<file path="config.mk">
export PLATFORM = sky130hd
export DESIGN_NAME = instr_seq_ctrl
export DESIGN_NICKNAME = d
export VERILOG_FILES = /design/src/rtl/instr_seq_ctrl.sv
export SDC_FILE = /design/constraint.sdc
export NUM_CORES = 1
export LEC_CHECK = 0
export ABC_AREA = 1
export BUFFER_PORTS_ARGS = -buffer_cell sky130_fd_sc_hd__buf_2
export CORE_MARGIN = 10
export CORE_UTILIZATION = 43
export CTS_CLUSTER_SIZE = 25
export DETAILED_ROUTE_END_ITERATION = 7
export PLACE_DENSITY = 0.75
export SETUP_SLACK_MARGIN = 0.02
export SLEW_MARGIN = 20
export SYNTH_ARGS = -nofsm -noshare
export SYNTH_HDL_FRONTEND = slang
export SYNTH_SLANG_ARGS = --single-unit
</file>
<file path="constraint.sdc">
create_clock -name clk -period 1.4 [get_ports clk]
set_clock_uncertainty 0.05 [all_clocks]
set_input_delay 0.07 -clock clk [delete_from_list [all_inputs] [get_ports clk]]
set_output_delay 0.07 -clock clk [all_outputs]
set_load 0.05 [all_outputs]
</file>
<file path="src/rtl/instr_seq_ctrl.sv">
// Multicycle instruction sequencer: walks each fetched word through DECODE, EXEC,
// MEM and WB, iterating vector ALU and vector memory operations over VLEN lanes.
module instr_seq_ctrl #(
    parameter  int VLEN = 4,
    localparam int LW   = $clog2(VLEN)
) (
    input  logic          clk,
    input  logic          rst_n,
    input  logic          imem_valid,
    input  logic [31:0]   inst,
    output logic          inst_ready,
    output logic [31:0]   ir,
    output logic          dec_en,
    output logic          alu_en,
    output logic          vec_en,
    output logic [LW-1:0] lane,
    output logic          mem_req,
    output logic          mem_we,
    input  logic          mem_ack,
    input  logic          branch_taken,
    output logic          rf_we,
    output logic          vrf_we,
    output logic          pc_en,
    output logic          jump_en,
    output logic          illegal,
    output logic          busy
);

    typedef enum logic [2:0] {
        S_RST,
        S_FETCH,
        S_DECODE,
        S_EXEC,
        S_MEM,
        S_WB
    } state_t;

    localparam logic [LW-1:0] LANE_MAX = LW'(VLEN - 1);

    state_t        state, state_nxt;
    logic [31:0]   ir_nxt;
    logic [LW-1:0] lane_nxt;
    logic          jump_q, jump_nxt;

    // Instruction classification, all taken from the latched word.
    logic is_alu, is_mem, is_ctl, is_vec, is_reg, is_store, is_load, is_ill;
    logic lane_last;

    always_comb begin
        is_alu    = ~ir[31];
        is_mem    = (ir[31:30] == 2'b10);
        is_ctl    = (ir[31:30] == 2'b11);
        is_vec    = ir[29];
        is_reg    = ir[28];
        is_store  = is_mem & ir[27];
        is_load   = is_mem & ~ir[27];
        is_ill    = is_ctl & is_vec;
        lane_last = (lane == LANE_MAX);
    end

    always_ff @(posedge clk or negedge rst_n) begin
        if (!rst_n) begin
            state  <= S_RST;
            ir     <= '0;
            lane   <= '0;
            jump_q <= 1'b0;
        end else begin
            state  <= state_nxt;
            ir     <= ir_nxt;
            lane   <= lane_nxt;
            jump_q <= jump_nxt;
        end
    end

    always_comb begin
        state_nxt  = state;
        ir_nxt     = ir;
        lane_nxt   = lane;
        jump_nxt   = jump_q;
        inst_ready = 1'b0;
        dec_en     = 1'b0;
        alu_en     = 1'b0;
        vec_en     = 1'b0;
        mem_req    = 1'b0;
        mem_we     = 1'b0;
        rf_we      = 1'b0;
        vrf_we     = 1'b0;
        pc_en      = 1'b0;
        jump_en    = 1'b0;
        illegal    = 1'b0;
        busy       = 1'b0;

        case (state)
            S_RST: begin
                state_nxt = S_FETCH;
            end

            S_FETCH: begin
                inst_ready = 1'b1;
                if (imem_valid) begin
                    ir_nxt    = inst;
                    state_nxt = S_DECODE;
                end
            end

            S_DECODE: begin
                busy   = 1'b1;
                dec_en = 1'b1;
                if (is_ill) begin
                    // Illegal words skip execution but still advance the PC.
                    illegal   = 1'b1;
                    pc_en     = 1'b1;
                    state_nxt = S_FETCH;
                end else begin
                    lane_nxt  = '0;
                    jump_nxt  = 1'b0;
                    state_nxt = S_EXEC;
                end
            end

            S_EXEC: begin
                busy = 1'b1;
                if (is_alu && is_vec) begin
                    vec_en = 1'b1;
                    if (lane_last) begin
                        lane_nxt  = '0;
                        state_nxt = S_WB;
                    end else begin
                        lane_nxt = lane + LW'(1);
                    end
                end else begin
                    alu_en = 1'b1;
                    if (is_mem) begin
                        lane_nxt  = '0;
                        state_nxt = S_MEM;
                    end else begin
                        if (is_ctl) jump_nxt = is_reg | branch_taken;
                        state_nxt = S_WB;
                    end
                end
            end

            S_MEM: begin
                busy    = 1'b1;
                mem_req = 1'b1;
                mem_we  = is_store;
                // Request stays up across lanes; only an ack moves it on.
                if (mem_ack) begin
                    if (!is_vec || lane_last) begin
                        lane_nxt  = '0;
                        state_nxt = S_WB;
                    end else begin
                        lane_nxt = lane + LW'(1);
                    end
                end
            end

            S_WB: begin
                busy      = 1'b1;
                pc_en     = 1'b1;
                jump_en   = is_ctl & jump_q;
                rf_we     = ~is_vec & (is_alu | is_load);
                vrf_we    = is_vec & (is_alu | is_load);
                state_nxt = S_FETCH;
            end

            default: begin
                state_nxt = S_RST;
            end
        endcase
    end

endmodule

</file>
==> run summary <==
TNS Setup -> -995 ps
Via count of the first global-routing pass -> 2,132
Die Wd -> 85.5 um
Kind of critical path -> reg2out
Fin crit share -> 109%
Synth Area in XOR/XNOR -> 0%
RD Place Congestion -> 0.853
Prevailing post-synth register cell -> dfrtp_1
Ports -> 83
CP top delay family -> flip-flops
Asr flop ratio synth -> 100%
Dpl ws -> -49.7 ps
Max-Cap Viols -> 0
Via count -> 2,140
Synthesis Warnings -> 0
Worst min path class -> in2reg
Cells after Synth -> 237
Synth-to-Final Area Change -> 79.8%
Fmax -> 654 MHz
Std cell rows -> 23
CP most frequent cell -> nor2_4
Initial Util -> 45.1%
Netlist Area Pre-Place -> 0.00184 sq mm
# diodes -> 0
WL final -> 6.74 mm
Final setup vio count -> 12
CTS tree -> yes
Most frequent cells in the layout -> buf_2 (71), nand2_1 (69), nand3_1 (34)
Ratio of cells with drive above 1 in the final layout -> 46.4%
Transition time of the tightest slew-check pin -> 639 ps
Cell taking the most area after synthesis -> dfrtp_1
Post-synthesis sequential area ratio -> 51.6%
Worst path cell trace -> nor2_4 > nand2_4 > clkinvlp_4 > nand2_2 > nor2_4 > buf_8
Antenna-violating nets left -> 0
Slew margin rel. -> 57.4%
Post-Synth Simple-Gate Area -> 36.5%
Global Route Usage Sum -> 17.4%
Main combinational cell family by area after synthesis -> simple AND/OR/NAND/NOR gates
P per Cell Area -> 2550 mW/mm^2
Largest net degree at the start of global routing -> 39
Crit path DAT -> 1410 ps
CP max-delay cell -> dfrtp_2
Longest Clk Path Bufs -> 2
Number of CTS-inserted buffers -> 5
Syn avg cell area -> 7.78 sq um
P_leak -> 1.74 nW
First-iteration detailed-routing DRC count -> 134
Port bufs -> 82
Final min period -> 1530 ps
Congestion Overflow GR -> 0
Synth Area in Adders -> 1.36%
Status -> finished with violations
Netlist cell types -> 22
H-tree depth -> 2
Die Ht -> 85.5 um
Worst path bufs/invs -> 2
Iteration count of the initial detailed-routing pass -> 4
Most common cell after layout, fill and taps aside -> buf_2
RSZ-0062 raised after global routing -> true
Nets@finish -> 417
Max IR drop VDD -> 1.43 mV
CP Data Required Time -> 1280 ps
Fin util -> 81.1%
Number of flops mapped to enable cells by yosys -> 0
Die area -> 0.00731 sq mm
Root buf cell -> clkbuf_8
Drt via density -> 4.99
CTS sink count -> 38
Area contributors post-synth -> dfrtp_1 (52%), nand2_1 (18%), nand3_1 (10%)
Mapped Nets -> 276
Slew Limit Fails -> 0
Worst setup margin -> -130 ps
Max incr delay on CP -> 470 ps
Multiplexer share of the synthesized area -> 0%
CP Max Fanout -> 5
Compound-Gate Fraction of Synth Area -> 4.07%
Hpwl dp -> 4.12 mm
Global-route wire length before repair -> 10.5 mm
Critical Path End Type -> primary output
Failing checks -> negative setup slack
CP Launch Type -> flip-flop
Synth Register Bits -> 38
Synth top area share -> 51.6%
Final hold violations -> 0
Clk Latency, worst-skew pair -> 290 ps
Core ar. -> 0.00409 sq mm
Initial antenna violation count -> 0
# DRC -> 0
Wire per inst -> 15.7 um
Clk pin slew, worst setup/hold paths -> 80 ps
==> power by group <==
part | internal [W] | switching (W)
clock | 0.000396 | 0.000411
sequential | 0.00161 | 0.000435
combinational | 0.00180 | 0.00378
==> repair_timing <==
item	in CTS	in global routing
gates cloned	0	4
pin swaps	2	6
endpoints found under the hold margin	70	0
endpoints found under the setup margin	47	50
gates resized for setup	45	40
hold buffers	33	0
buffers inserted	6	3
==> registers in the layout, indices dropped and copies added (netlist names) <==
| name | count |
|---|---|
| ir | 32 |
| jump_q | 1 |
| lane | 2 |
| state | 3 |
==> Yosys cell counts, drive strengths merged, types with 2 or more instances <==
library cell,count
a21oi,7
nand2,91
nand3,38
nor2,28
ha,2
buf,10
o21bai,2
o21ai,3
dfrtp,38
inv,12
==> routing by layer <==
metal | track usage (%) | vias up | part of all wire [%]
met3 | 6.88 | 8 | 8.3
li1 | - | 1045 | -
met2 | 29.0 | 79 | 51
met1 | 19.6 | 1008 | 40
met4 | 5.84 | 0 | 1.0
met5 | 0 | - | 0
==> kinds of logic (layout without fill, tap and decap cells) <==
family          after synthesis  in the layout
flops                        38             38
fa+ha+maj                     2              2
simple gates                160            163
compound gates               13             13
buf+inv                      24            163
==> cell type report <==
cell class / count / area [sq um]
inverter: 13 / 60.1
timing repair buffer: 142 / 1110
tap: 50 / 62.6
sequential: 38 / 960
clock inverter: 2 / 12.5
clock buffer: 6 / 82.6
fill: 249 / 773
multi-input combinational: 178 / 1030
==> stage by stage <==
stage | cell area, sq um | power, W | hold slack (ps) | instances
4_1_cts | 3100 | 0.00781 | 93.8 | 422
6_report | 3310 | 0.00844 | 96.4 | 429
5_1_grt | 3310 | 0.00896 | 159 | 429
3_5_place_dp | 2490 | 0.00655 | 4.49 | 375
3_3_place_gp | 2490 | 0.00647 | 1.69 | 375
2_1_floorplan | 1930 | 0.00533 | -276 | 237
==> worst paths after layout <==
| check | start | end | slack (ps) | cells past startpoint |
|---|---|---|---|---|
| worst min-delay path | branch_taken | jump_q | 100 | 5 |
| max in group asynchronous | rst_n | ir[30] | 880 | 3 |
| worst max register to register | state[1] | ir[31] | 0 | 7 |
| min in group asynchronous | rst_n | ir[8] | 220 | 3 |
| worst max-delay path | state[1] | mem_we | -130 | 6 |
| worst min register to register | ir[6] | ir[6] | 420 | 2 |
==> tightest hold or removal path, cell delays in order <==
cell	delay, ps
buf_2	70
nor2_1	40
nor2_1	90
nand2_1	50
o21ai_0	70
(Power assumes the default switching activity.)
